File: config.mk
export PLATFORM = sky130hd
export DESIGN_NAME = uart_apb_arbiter
export DESIGN_NICKNAME = d
export VERILOG_FILES = /design/src/rtl/uart_apb_arbiter.sv
export SDC_FILE = /design/constraint.sdc
export NUM_CORES = 1
export LEC_CHECK = 0
export ABC_AREA = 0
export BUFFER_PORTS_ARGS = -buffer_cell sky130_fd_sc_hd__buf_4
export CORE_UTILIZATION = 35
export DETAILED_ROUTE_END_ITERATION = 6
export PLACE_DENSITY = 0.69
export SETUP_SLACK_MARGIN = 0.02
export SYNTH_ARGS = -nofsm -noshare
export SYNTH_HDL_FRONTEND = slang
export SYNTH_SLANG_ARGS = --single-unit
File: constraint.sdc
create_clock -name i_apb_pclk -period 3.6 [get_ports i_apb_pclk]
set_input_delay 0 -clock i_apb_pclk [delete_from_list [all_inputs] [get_ports i_apb_pclk]]
set_output_delay 0 -clock i_apb_pclk [all_outputs]
set_load 0.01 [all_outputs]
File: src/rtl/uart_apb_arbiter.sv
// rtl/uart_apb_arbiter.sv - two-requester APB3 arbiter in front of a UART register file
module uart_apb_arbiter #(
    parameter int APB_ADDR_WIDTH = 32,
    parameter int APB_DATA_WIDTH = 32,
    parameter int TIMEOUT_CYCLES = 255
) (
    input  logic                      i_apb_pclk,
    input  logic                      i_apb_presetn,

    input  logic [APB_ADDR_WIDTH-1:0] i_s0_paddr,
    input  logic [APB_DATA_WIDTH-1:0] i_s0_pwdata,
    input  logic                      i_s0_pwrite,
    input  logic                      i_s0_psel,
    input  logic                      i_s0_penable,
    output logic [APB_DATA_WIDTH-1:0] o_s0_prdata,
    output logic                      o_s0_pready,
    output logic                      o_s0_pslverr,

    input  logic [APB_ADDR_WIDTH-1:0] i_s1_paddr,
    input  logic [APB_DATA_WIDTH-1:0] i_s1_pwdata,
    input  logic                      i_s1_pwrite,
    input  logic                      i_s1_psel,
    input  logic                      i_s1_penable,
    output logic [APB_DATA_WIDTH-1:0] o_s1_prdata,
    output logic                      o_s1_pready,
    output logic                      o_s1_pslverr,

    output logic [APB_ADDR_WIDTH-1:0] o_m_paddr,
    output logic [APB_DATA_WIDTH-1:0] o_m_pwdata,
    output logic                      o_m_pwrite,
    output logic                      o_m_psel,
    output logic                      o_m_penable,
    input  logic [APB_DATA_WIDTH-1:0] i_m_prdata,
    input  logic                      i_m_pready,
    input  logic                      i_m_pslverr,

    output logic                      o_busy
);

    typedef enum logic [1:0] {
        S_IDLE,
        S_SETUP,
        S_ACCESS,
        S_RESP
    } state_e;

    localparam logic [15:0] WAIT_LAST = 16'(TIMEOUT_CYCLES - 1);

    state_e                    state_q;
    logic                      last_grant_q;
    logic [15:0]               wait_cnt_q;
    logic [APB_ADDR_WIDTH-1:0] addr_q;
    logic [APB_DATA_WIDTH-1:0] wdata_q;
    logic                      write_q;
    logic                      psel_q;
    logic                      penable_q;
    logic                      busy_q;
    logic [APB_DATA_WIDTH-1:0] s0_prdata_q;
    logic [APB_DATA_WIDTH-1:0] s1_prdata_q;
    logic                      s0_pready_q;
    logic                      s1_pready_q;
    logic                      s0_pslverr_q;
    logic                      s1_pslverr_q;

    logic                      req_any_d;
    logic                      grant_d;
    logic [APB_ADDR_WIDTH-1:0] addr_d;
    logic [APB_DATA_WIDTH-1:0] wdata_d;
    logic                      write_d;
    logic                      done_d;
    logic [APB_DATA_WIDTH-1:0] resp_data_d;
    logic                      resp_err_d;

    // Requester penable only qualifies its own APB phase; arbitration keys on psel alone.
    logic unused_penable;
    assign unused_penable = i_s0_penable ^ i_s1_penable;

    // Round-robin: on a tie the port that was not granted last wins.
    always_comb begin
        req_any_d = i_s0_psel | i_s1_psel;
        grant_d   = 1'b0;
        if (i_s0_psel && i_s1_psel) begin
            grant_d = ~last_grant_q;
        end else if (i_s1_psel) begin
            grant_d = 1'b1;
        end
        addr_d  = grant_d ? i_s1_paddr  : i_s0_paddr;
        wdata_d = grant_d ? i_s1_pwdata : i_s0_pwdata;
        write_d = grant_d ? i_s1_pwrite : i_s0_pwrite;
    end

    // A timeout completes the access as an error with zero read data.
    always_comb begin
        done_d      = i_m_pready || (wait_cnt_q == WAIT_LAST);
        resp_data_d = i_m_pready ? i_m_prdata  : '0;
        resp_err_d  = i_m_pready ? i_m_pslverr : 1'b1;
    end

    always_ff @(posedge i_apb_pclk or negedge i_apb_presetn) begin
        if (!i_apb_presetn) begin
            state_q      <= S_IDLE;
            last_grant_q <= 1'b1;
            wait_cnt_q   <= '0;
            addr_q       <= '0;
            wdata_q      <= '0;
            write_q      <= 1'b0;
            psel_q       <= 1'b0;
            penable_q    <= 1'b0;
            busy_q       <= 1'b0;
            s0_prdata_q  <= '0;
            s1_prdata_q  <= '0;
            s0_pready_q  <= 1'b0;
            s1_pready_q  <= 1'b0;
            s0_pslverr_q <= 1'b0;
            s1_pslverr_q <= 1'b0;
        end else begin
            s0_prdata_q  <= '0;
            s1_prdata_q  <= '0;
            s0_pready_q  <= 1'b0;
            s1_pready_q  <= 1'b0;
            s0_pslverr_q <= 1'b0;
            s1_pslverr_q <= 1'b0;
            case (state_q)
                S_IDLE: begin
                    if (req_any_d) begin
                        addr_q       <= addr_d;
                        wdata_q      <= wdata_d;
                        write_q      <= write_d;
                        last_grant_q <= grant_d;
                        wait_cnt_q   <= '0;
                        psel_q       <= 1'b1;
                        busy_q       <= 1'b1;
                        state_q      <= S_SETUP;
                    end
                end
                S_SETUP: begin
                    penable_q <= 1'b1;
                    state_q   <= S_ACCESS;
                end
                S_ACCESS: begin
                    if (done_d) begin
                        psel_q     <= 1'b0;
                        penable_q  <= 1'b0;
                        addr_q     <= '0;
                        wdata_q    <= '0;
                        write_q    <= 1'b0;
                        wait_cnt_q <= '0;
                        state_q    <= S_RESP;
                        if (last_grant_q) begin
                            s1_pready_q  <= 1'b1;
                            s1_prdata_q  <= resp_data_d;
                            s1_pslverr_q <= resp_err_d;
                        end else begin
                            s0_pready_q  <= 1'b1;
                            s0_prdata_q  <= resp_data_d;
                            s0_pslverr_q <= resp_err_d;
                        end
                    end else begin
                        wait_cnt_q <= wait_cnt_q + 16'd1;
                    end
                end
                S_RESP: begin
                    busy_q  <= 1'b0;
                    state_q <= S_IDLE;
                end
                default: begin
                    state_q <= S_IDLE;
                end
            endcase
        end
    end

    assign o_m_paddr    = addr_q;
    assign o_m_pwdata   = wdata_q;
    assign o_m_pwrite   = write_q;
    assign o_m_psel     = psel_q;
    assign o_m_penable  = penable_q;
    assign o_busy       = busy_q;
    assign o_s0_prdata  = s0_prdata_q;
    assign o_s0_pready  = s0_pready_q;
    assign o_s0_pslverr = s0_pslverr_q;
    assign o_s1_prdata  = s1_prdata_q;
    assign o_s1_pready  = s1_pready_q;
    assign o_s1_pslverr = s1_pslverr_q;

endmodule

[Word level (Yosys, flattened, before mapping)]
Cells that the tools add are included.
Storage, ports and cells
  flip-flop bits (word level): 155
  output and inout bits: 136
  word-level logic and storage cells: 79
Operators by class
  $add $sub $neg: 1
  equal/unequal tests: 6
  mux-type cells: 43
  bitwise logic cells: 2
  reductions and logical operators: 12
Operators by type and width (number)
  32-bit two-way mux: 12
  32-bit one-hot mux with 2 select lines: 2
  16-bit two-way mux: 2
  16-bit one-hot mux with 2 select lines: 1
  1-bit two-way mux: 19
  16-bit by 1-bit adder with 16-bit output (second input constant): 1
  16-bit by 8-bit equality test with 1-bit output (second input constant): 1
  2-bit AND reduction: 5
  1-bit one-hot mux with 2 select lines: 4
  2-bit one-hot mux with 4 select lines: 1
  2-bit nonzero test: 3
  2-bit equality test (second input constant): 2
  2-bit two-way mux: 2
  2-bit != test (second input constant): 2
  3-bit AND reduction: 1
  2-bit by 1-bit equality test with 1-bit output (second input constant): 1
  2-bit logical NOT: 1
  1-bit logical AND: 1
  1-bit logical OR: 1
  1-bit NOT: 1
  1-bit bitwise OR: 1

[Depth between registers and ports, before layout]
Gate-level depths: netlist (run 1).
  depth after elaboration: 5
  mapped depth: 8

[Least setup slack after synthesis (run 1)]
No wires, ideal clock.
  path kind: register -> register
  start point: register wait_cnt_q[8]
  end point: register wait_cnt_q[13]
  library setup time: 0.119 ns
  data arrival time: 1.885 ns
  slack: 1.596 ns
  cell stages (with the launch flop): 6
  period minus slack after synthesis: 2.004 ns
  cell sequence: dfrtp_1 > or4_4 > o41ai_4 > buf_4 > o21ai_0 > a21bo_2
Between the ends
  word-level cells in the longest chain between the ends: 4
  elaborated cells on any way between the ends: 5
RTL lines
  from (decl): line 51  | logic [15:0] wait_cnt_q;
  from (signal assigned): line 159  | wait_cnt_q <= wait_cnt_q + 16'd1;
  branches (longest 2 deep; another with 16-bit by 1-bit adder with 16-bit output)
  16-bit two-way mux *: line 141  | if (done_d) begin
  16-bit one-hot mux with 2 select lines *: line 123  | case (state_q)
Mark *: on every way between the ends.
A chain may end at the register's enable or synchronous reset.

[Final worst setup path (run 1)]
  start point: register state_q[1]
  end point: register addr_q[10], in the netlist o_m_paddr[10]
Between the ends
  word-level cells in the longest chain between the ends: 3
  elaborated cells on any way between the ends: 7
RTL lines
  from (decl): line 49  | state_e state_q;
  from (signal assigned): line 101  | state_q <= S_IDLE;
  from (signal assigned): line 133  | state_q <= S_SETUP;
  from (signal assigned): line 138  | state_q <= S_ACCESS;
  2-bit equality test or 2-bit logical NOT (tied branches): line 123
  2-bit != test (no source line) or 2-bit nonzero test (tied branches)
  3-bit AND reduction (no source line)
  to (signal assigned): line 126  | addr_q <= addr_d;
  to (decl): line 52  | logic [APB_ADDR_WIDTH-1:0] addr_q;
Parallel ways exist; a longest one is shown, timed or not.

==> results.md, run 1 <==
- Clock share of power: 28.0%
- Hold slack: 0.244 ns
- Antenna viol nets, final: 0
- Kind of critical path: reg -> reg
- Seq pwr share: 34.4%
- Clock Sinks: 155
- Final setup margin: 1.21 ns
- Cts bufs inserted: 17
- Final Hold Viols: 0
- Placed Cells incl. Taps: 1046
- Vias in the first global route: 6244
- Share of the synthesized area in the top cell type: 59.9%
- Clk Latency, worst-skew pair: 0.43 ns
- Top_reg_cell synth: dfrtp_1
- Area of the multi-input gates: 0.00234 mm^2
- Fmax: 0.418 GHz
- Netlist Area Pre-Place: 0.00643 mm^2
- First-pass GRT wire length: 32.2 mm
- Final TNS setup: 0 ns
- Critical Path AT: 2.66 ns
- Slew Viols, Final: 0
- Slew @ Worst Pin: 0.875 ns
- Critical path launch point type: register
- Clock Tree Root: clkbuf_16
- Status: complete, no violations
- Ant diodes: 0
- Area contributors post-synth: dfrtp_1, mux2i_1, o2bb2ai_1, nor2_1, nand2_1
- Combinational Power Share: 37.7%
- Unrepaired setup endpoints after global routing: no
- Max Cap Violations: 0
- Nets: 1191
- Number of setup buffers added after CTS: 0
- Max IR drop VDD: 0.364 mV
- Internal power: 4.30 mW
- Critical-path cell list: inv_1 -> ha_1 -> nor3b_1 -> buf_4 -> nor2_1 -> nand2_2 -> buf_4 -> o2bb2ai_1
- Initial antenna violation count: 0
- Hold Crit Class: in -> async
- Power per cell area: 588 mW/mm^2
- Buffers on Ports: 303
- Slowest cell on crit path: nor2_1
- YS warnings: 0
- Seq/Total Area, Yosys: 60.3%
- Syn_nets: 717
- Clock transition at path regs: 0.07 ns
- Die ar.: 0.0189 mm^2
- Iter 0 DRT Violations: 309
- Core area: 0.0180 mm^2
- WP data required: 3.86 ns
- Delay of the slowest critical-path stage: 0.46 ns
- Synthesized area per cell: 11.9 um^2
- H-Tree Depth: 4
- Pre-CTS WS: 1.25 ns
- Slew Limit Headroom: 41.7%
- Die X: 138 um
- Final Skew: 0.0166 ns
- Crit path max fanout: 65
- Final std cells w/o fill: 1256
- Layout cells sized above 1: 34.6%
- Total track usage: 22.6%
- Overflow left after global routing: 0
- Post-synth EDFFs: 0
- DP HPWL: 12.6 mm
- First-pass DRT Iterations: 4
- CP Capture Type: register
- Setup violators final: 0
- DRC: 0
- Post-route minimum period: 2.39 ns
- Clock Path Buffers: 2
- Leak Pwr: 5.54 nW
- Switching share of power: 35.4%
- Die span in y: 138 um
- Num ports: 306
- Post-DR vias/cell: 4.91
- Largest net degree at the start of global routing: 97
- Register Area: 0.00388 mm^2
- Synth cell types: 42
- Via count: 6165
- Initial Util: 35.8%
- Synth area leader: dfrtp_1
- FF+latch count, synth: 155
- Routed WL: 21.9 mm
- Most used cell, CP: buf_4
- Final worst-path cycle share: 66.4%
- PostCTS Resize Cnt: 0
- Area growth, synth to finish: 75.9%
- Routed length per instance: 17.4 um
- Net switching power: 2.36 mW
- Fill cell count: 1293
- Post-Synthesis Cells: 540
- Rows: 49
- Hold buffers post-CTS: 178
- Async SR Flop Fraction: 100%
- CTS tree: built
- Routability cong.: 0.767
[cells in the mapped netlist (6+ instances only)]
| cell | number |
|---|---|
| or4_1 | 8 |
| clkbuf_1 | 21 |
| a21oi_1 | 9 |
| buf_1 | 6 |
| ha_1 | 7 |
| nand3_1 | 8 |
| inv_1 | 11 |
| nor2_1 | 75 |
| mux2i_1 | 66 |
| o2bb2ai_1 | 65 |
| nand2_1 | 40 |
| o21ai_0 | 16 |
| dfrtp_1 | 154 |
[routing by layer]
| layer | part of all wire, % | up-vias | GRT usage (%) |
|---|---|---|---|
| li1 | - | 2873 | - |
| met1 | 40 | 2979 | 27.1 |
| met2 | 49 | 274 | 38.1 |
| met3 | 8.6 | 39 | 7.21 |
| met4 | 2.3 | 0 | 8.06 |
| met5 | 0 | - | 0 |
[cells by family (layout without fill, tap and decap cells)]
group                      Yosys count  after routing  synth area share, %
AOI/OAI and AO/OA                  106            106                 13.2
adders and majority gates            7              7                 1.36
buffers and inverters               47            534                 3.48
DFF                                155            155                 60.3
muxes                               67             67                 10.4
and+or+nand+nor                    158            158                 11.2
[power groups by stage]
stage | combinational, mW | sequential (mW) | clock, mW
finish | 2.51 | 2.29 | 1.86
global route | 2.70 | 2.33 | 1.97
CTS | 2.49 | 2.28 | 1.89
detailed placement | 2.23 | 2.31 | 0
global placement | 2.20 | 2.31 | 0
floorplan | 1.13 | 2.45 | 0
[state kept, by name (all words and copies together), names as in the netlist]
name / flops
o_m_pwdata: 32
o_m_penable: 1
last_grant_q: 1
o_m_pwrite: 1
o_s0_pready: 1
o_m_paddr: 32
o_s1_pslverr: 1
o_busy: 1
o_s1_prdata: 32
o_s0_pslverr: 1
o_m_psel: 1
wait_cnt_q: 16
state_q: 2
o_s0_prdata: 32
o_s1_pready: 1
[layout by cell type, fill, tap and decap left out, types with 4 or more instances in the layout]
| cell type | count |
|---|---|
| mux2i_1 | 66 |
| a21oi_1 | 9 |
| clkinv_8 | 4 |
| inv_1 | 11 |
| dlygate4sd3_1 | 178 |
| buf_4 | 311 |
| or4_1 | 8 |
| o21ai_0 | 16 |
| inv_8 | 5 |
| clkbuf_16 | 17 |
| dfrtp_1 | 154 |
| nand3_1 | 8 |
| nand2_1 | 40 |
| o2bb2ai_1 | 65 |
| nor2_1 | 75 |
| a22o_1 | 5 |
| ha_1 | 7 |
[layout make-up]
type	instances	share of cell area [%]
flip-flops and latches	155	34.3
well taps	229	2.53
multi-input cells	338	20.7
clock buffers	17	3.76
repair buffers	491	36.7
inverters	11	0.365
clock inverters	15	1.73
[critical path, delay by kind of cell (launching register included)]
kind | cells | cell delay (ns)
flops | 1 | 0.40
fa+ha+maj | 1 | 0.23
buf+inv | 3 | 0.61
compound gates | 1 | 0.26
simple gates | 3 | 0.69
[path summary, 6_finish.rpt]
kind,startpoint,endpoint,slack [ns],cells after the start
setup / recovery,state_q[1],o_m_paddr[10],1.21,8
hold / removal,i_apb_presetn,o_m_pwdata[30],0.24,2
setup reg to reg,state_q[1],o_m_paddr[10],1.21,8
hold reg to reg,o_m_paddr[26],o_m_paddr[26],0.49,1
max in group asynchronous,i_apb_presetn,o_s1_prdata[7],2.39,3
min in group i_apb_pclk,i_m_prdata[29],o_s0_prdata[29],0.36,4
[stage by stage]
step                total power, mW  utilization (%)  cell area [um^2]
finish                         6.66             63.0             11300
global route                   7.00             63.0             11300
CTS                            6.67             63.0             11300
detailed placement             4.54             49.6              8910
global placement               4.51             49.6              8910
floorplan                      3.58                -              6430
Note: power is estimated with default switching activity, not from simulation.
==> inputs of run 2 (changes only) <==
==> constraint.sdc (replaced) <==
create_clock -name i_apb_pclk -period 2.38 [get_ports i_apb_pclk]
set_input_delay 0 -clock i_apb_pclk [delete_from_list [all_inputs] [get_ports i_apb_pclk]]
set_output_delay 0 -clock i_apb_pclk [all_outputs]
set_load 0.01 [all_outputs]
==> run 2 against run 1 <==
Effect of this change:
- register-to-register slack worse by 1.0 ns
- cell count down 0.24%
- sequential cell count unchanged
- sequential share of layout area down 0.098 points
- global-route usage down 0.20 points
- worst hold slack worse by 0.13 ns
- clock skew down 0.0079 ns
- core utilization up 0.18 points
- clock power up 50%
- critical path type unchanged
- largest cell class unchanged
==> results.md, run 2 (synthesized netlist as in run 1, its figures left out) <==
- Clock Sinks: 155
- Area growth, synth to finish: 76.5%
- Clk Latency, worst-skew pair: 0.41 ns
- CTS tree: built
- Final Skew: 0.00870 ns
- Setup violators final: 0
- Reg2reg end: wait_cnt_q[7]
- Worst Reg-to-Reg Cells: 5
- Slew @ Worst Pin: 0.524 ns
- Slew Limit Headroom: 65.1%
- Buffers on Ports: 303
- Initial antenna violation count: 0
- Crit path max fanout: 12
- Final worst-path cycle share: 92.1%
- Clock Tree Root: clkbuf_16
- Max Cap Violations: 0
- Final Hold Viols: 0
- Number of setup buffers added after CTS: 0
- Via count: 6151
- Max layer used: met4
- First-pass GRT wire length: 32.3 mm
- Power, Total: 10.1 mW
- Overflow left after global routing: 0
- Commonest non-fill, non-tap cell in the layout: buf_4
- Routed WL: 21.8 mm
- DRC: 0
- Layout cells sized above 1: 35.1%
- Clock share of power: 27.5%
- WP data required: 2.68 ns
- Critical-path cell list: or4_4 -> o41ai_4 -> buf_4 -> nor2_1 -> a22o_1
- Flop2flop setup slack: 0.19 ns
- Core area: 0.0180 mm^2
- Kind of critical path: reg -> reg
- Fmax: 0.456 GHz
- M1 WL: 8.68 mm
- Met3 wire len: 1.93 mm
- DP Area: 0.00898 mm^2
- Net switching power: 3.56 mW
- Leak Pwr: 5.55 nW
- Hold Crit Class: in -> async
- Power per cell area: 894 mW/mm^2
- Slowest cell on crit path: or4_4
- Clock Path Buffers: 2
- Clock transition at path regs: 0.07 ns
- Unrepaired setup endpoints after global routing: no
- Die X: 138 um
- Antenna viol nets, final: 0
- Cts bufs inserted: 17
- Nets: 1188
- Initial Util: 35.8%
- Rows: 49
- Internal power: 6.59 mW
- Final TNS setup: 0 ns
- Seq pwr share: 34.0%
- Final Instance Area: 0.0113 mm^2
- Routability cong.: 0.791
- Largest net degree at the start of global routing: 66
- Max IR drop VDD: 0.658 mV
- Critical Path AT: 2.49 ns
- DP HPWL: 12.9 mm
- Vias in the first global route: 6300
- Post-DR vias/cell: 4.91
- Routed wl met2: 10.4 mm
- Switching share of power: 35.1%
- Final core area utilization: 63.2%
- Most frequent cells in the layout: buf_4, dlygate4sd3_1, dfrtp_1, nor2_1, mux2i_1
- Num ports: 306
- Post-route minimum period: 2.19 ns
- Die span in y: 138 um
- Critical path launch point type: register
- Reg2reg start: wait_cnt_q[8]
- Combinational Power Share: 38.5%
- Delay of the slowest critical-path stage: 0.59 ns
- Routed length per instance: 17.4 um
- CP Capture Type: register
- Die ar.: 0.0189 mm^2
- Status: complete, no violations
- Slew Viols, Final: 0
- Ant diodes: 0
- Fill cell count: 1332
- Total track usage: 22.4%
- First-pass DRT Iterations: 4
- Iter 0 DRT Violations: 252
- H-Tree Depth: 4
[run 2: cell types whose count changed in the layout (fill, tap and decap cells not counted)]
cell           previous run  this run
buf_12                    1         5
buf_4                   311       309
clkinv_4                  2         1
clkinv_8                  4         6
clkinvlp_4                0         2
dlygate4sd3_1           178       173
inv_6                     3         1
inv_8                     5         4
nor2b_1                   3         2
nor2b_2                   0         1
nor3b_1                   1         0
nor3b_2                   0         1
[run 2: power by group through the flow]
stage          Combinational (mW)  Clock, mW  Sequential (mW)
3_3_place_gp                 3.45          0             3.47
6_report                     3.90       2.79             3.45
4_1_cts                      3.88       2.86             3.45
2_1_floorplan                1.72          0             3.71
5_1_grt                      4.20       2.96             3.51
3_5_place_dp                 3.50          0             3.49
[run 2: worst max-delay path by stage]
stage          depth (start not counted)  slack [ns]              to     startpoint
2_1_floorplan                          5        0.38  wait_cnt_q[13]  wait_cnt_q[8]
3_3_place_gp                           6        0.18   wait_cnt_q[2]     state_q[0]
3_5_place_dp                           6        0.13   wait_cnt_q[2]     state_q[0]
4_1_cts                                6        0.12   wait_cnt_q[7]     state_q[0]
5_1_grt                                5        0.08   wait_cnt_q[7]  wait_cnt_q[8]
6_report                               5        0.19   wait_cnt_q[7]  wait_cnt_q[8]
[run 2: timing repair]
item / CTS / global route
endpoints found under the setup margin: 0 / 6
gates resized for setup: 0 / 2
hold buffers: 173 / 0
hold endpoints to repair: 184 / 0
[run 2: per-stage QoR]
step | setup slack, ns | std cells | hold WS [ns]
after global placement | 0.177 | 1048 | -0.00715
after CTS | 0.120 | 1253 | 0.124
after global routing | 0.0820 | 1253 | 0.162
after detailed placement | 0.131 | 1048 | 0.00238
after floorplan | 0.376 | 540 | -0.296
final | 0.189 | 1253 | 0.118
[run 2: metal layers]
metal  global-route usage, %  vias to the layer above
li1                        -                     2863
met1                    26.2                     2972
met2                    37.3                      261
met3                    7.36                       55
met4                    10.2                        0
met5                       0                        -
[run 2: worst max-delay path: cells and delay by family, from the launching register on]
family	cells	cell delay (ns)
buffers and inverters	1	0.26
DFF	1	0.43
AOI/OAI and AO/OA	2	0.67
and+or+nand+nor	2	0.72
[run 2: final cells by class]
class,count,area [um^2],share of cell area [%]
well taps,229,287,2.53
inverters,11,41.3,0.364
repair buffers,488,4160,36.7
flip-flops and latches,155,3880,34.2
clock inverters,15,205,1.81
clock buffers,17,425,3.75
multi-input cells,338,2340,20.7
==> inputs of run 3 (changes only) <==
--- a/config.mk
+++ b/config.mk
@@ -5,7 +5,7 @@
 export SDC_FILE = /design/constraint.sdc
 export NUM_CORES = 1
 export LEC_CHECK = 0
-export ABC_AREA = 0
+export ABC_AREA = 1
 export BUFFER_PORTS_ARGS = -buffer_cell sky130_fd_sc_hd__buf_4
 export CORE_UTILIZATION = 35
 export DETAILED_ROUTE_END_ITERATION = 6
==> run 3 against run 2 <==
Effect of this change:
- non-clock buffer count decreased by 6
- power up 2.8%
- sequential cell count is the same
- sequential share of layout area shrank 0.40 points
- clock skew is 0.00073 ns lower
- synthesized cell count is 29% higher
- die area rose by 3.4%
- global-route usage about the same
- critical endpoint is now o_m_pwdata[26]
- critical path type unchanged
- area after synthesis grew 3.4%
==> results.md, run 3 <==
- Final Instance Area: 0.0115 mm^2
- Portion of netlist area occupied by mux cells: 11.0%
- Clock transition at path regs: 0.07 ns
- Clock Tree Root: clkbuf_16
- Cts bufs inserted: 17
- Commonest non-fill, non-tap cell in the layout: buf_4
- Flop2flop setup slack: 0.14 ns
- Rows: 50
- Iter 0 DRT Violations: 276
- Post-synthesis compound-gate area fraction: 0.866%
- First-pass GRT wire length: 34.1 mm
- YS warnings: 0
- Async SR Flop Fraction: 100%
- Xor and xnor area share after synthesis: 1.32%
- Crit path max fanout: 51
- Share of the synthesized area in the top cell type: 58.0%
- Combinational family with the most area after synthesis: simple AND/OR/NAND/NOR gates
- Clk Latency, worst-skew pair: 0.42 ns
- CP Capture Type: register
- CTS tree: built
- Nets: 1341
- Buffers on Ports: 303
- Num ports: 306
- PostCTS Resize Cnt: 0
- Synth cell types: 26
- Overflow left after global routing: 0
- Post-Synthesis Cells: 697
- Vias in the first global route: 6659
- Hold Crit Class: in -> async
- Simple-gate portion of the synthesized area: 23.2%
- Max Cap Violations: 0
- Via count: 6548
- Final worst-path cycle share: 94.2%
- Total track usage: 22.4%
- Final core area utilization: 61.6%
- Post-DR vias/cell: 4.64
- WP data required: 2.69 ns
- DP Area: 0.00917 mm^2
- Largest net degree at the start of global routing: 68
- Initial Util: 35.7%
- Reg2reg end: o_m_pwdata[26]
- Die ar.: 0.0196 mm^2
- Syn_nets: 874
- Area growth, synth to finish: 72.7%
- Post-route minimum period: 2.24 ns
- H-Tree Depth: 4
- DP HPWL: 13.6 mm
- Unrepaired setup endpoints after global routing: no
- Ant diodes: 0
- Seq/Total Area, Yosys: 58.4%
- Layout cells sized above 1: 35.7%
- Pre-CTS WS: 0.444 ns
- Routability cong.: 0.802
- Final Hold Viols: 0
- Power, Total: 10.4 mW
- Reg2reg start: last_grant_q
- Clock Path Buffers: 2
- Worst Reg-to-Reg Cells: 7
- Slew Limit Headroom: 49.7%
- Top cells by count, synth: nand2_1, dfrtp_1, nor2_1, mux2_2, inv_1
- Die X: 140 um
- Synth Area in Adders: 1.32%
- Max IR drop VDD: 0.522 mV
- Synthesized area per cell: 9.54 um^2
- Critical Path AT: 2.55 ns
- Kind of critical path: reg -> reg
- Final TNS setup: 0 ns
- Critical path launch point type: register
- Power per cell area: 909 mW/mm^2
- Routed length per instance: 15.6 um
- Top_reg_cell synth: dfrtp_1
- Core area: 0.0186 mm^2
- Setup violators final: 0
- Initial antenna violation count: 0
- Area contributors post-synth: dfrtp_1, nand2_1, mux2_2, nor2_1, buf_2
- First-pass DRT Iterations: 5
- Slew Viols, Final: 0
- FF+latch count, synth: 155
- Final setup margin: 0.139 ns
- Final Skew: 0.00796 ns
- Count leader, synth: nand2_1
- Netlist Area Pre-Place: 0.00665 mm^2
- Clock Sinks: 155
- Most frequent cells in the layout: buf_4, nand2_1, dlygate4sd3_1, dfrtp_1, nor2_1
- Fmax: 0.446 GHz
- Leak Pwr: 6.00 nW
- Die span in y: 140 um
- Slew @ Worst Pin: 0.754 ns
- Synth area leader: dfrtp_1
- Antenna viol nets, final: 0
- Post-synth EDFFs: 0
- Routed WL: 22.0 mm
- DRC: 0
- Status: complete, no violations
-- run 3: worst max-delay path, cell delays in order, from the launching register on --
cell           delay [ns]
dfstp_2              0.56
nand2_1              0.07
nand2_2              0.08
buf_12               0.25
mux2_2               0.38
dlygate4sd3_1        0.58
nand2_1              0.08
nand2_1              0.06
-- run 3: power breakdown --
part	internal [mW]	switching (mW)	total [mW]
sequential	3.25	0.321	3.57
combinational	1.86	2.18	4.04
clock	1.61	1.21	2.82
-- run 3: cells by family after synthesis --
kind of cell	after synthesis
fa+ha+maj	7
xor+xnor	10
compound gates	11
buf+inv	55
simple gates	394
flops	155
mux	65
-- run 3: cell type report --
type                       count  area [um^2]
inverter                      21         78.8
sequential                   155         3880
tap                          234          293
fill                        1425         7160
multi-input combinational    487         2510
clock buffer                  17          425
timing repair buffer         482         4090
clock inverter                15          199
-- run 3: worst max-delay path by stage --
stage	depth (start not counted)	endpoint	from	slack [ns]
floorplan	8	o_s0_prdata[10]	state_q[0]	0.81
finish	7	o_m_pwdata[26]	last_grant_q	0.14
global route	7	o_m_pwdata[3]	last_grant_q	0.06
detailed placement	5	o_s0_pslverr	state_q[0]	0.44
CTS	7	o_m_paddr[1]	last_grant_q	0.19
global placement	8	o_m_paddr[12]	state_q[0]	0.45
-- run 3: routing by layer --
layer  part of all wire, %  global-route usage (%)
met1                    39                    25.4
met2                    51                    39.1
met3                   6.3                    6.13
met4                   3.8                    10.9
met5                     0                       0
-- run 3: repair_timing --
action	in CTS	in global routing
endpoints found under the hold margin	201	0
hold buffers	168	0
buffers inserted	0	0
-- run 3: through the flow --
step | hold slack [ns] | cells
after floorplan | -0.296 | 697
after global placement | 0.0484 | 1211
after detailed placement | 0.0471 | 1211
after CTS | 0.163 | 1411
after global routing | 0.180 | 1411
final | 0.153 | 1411
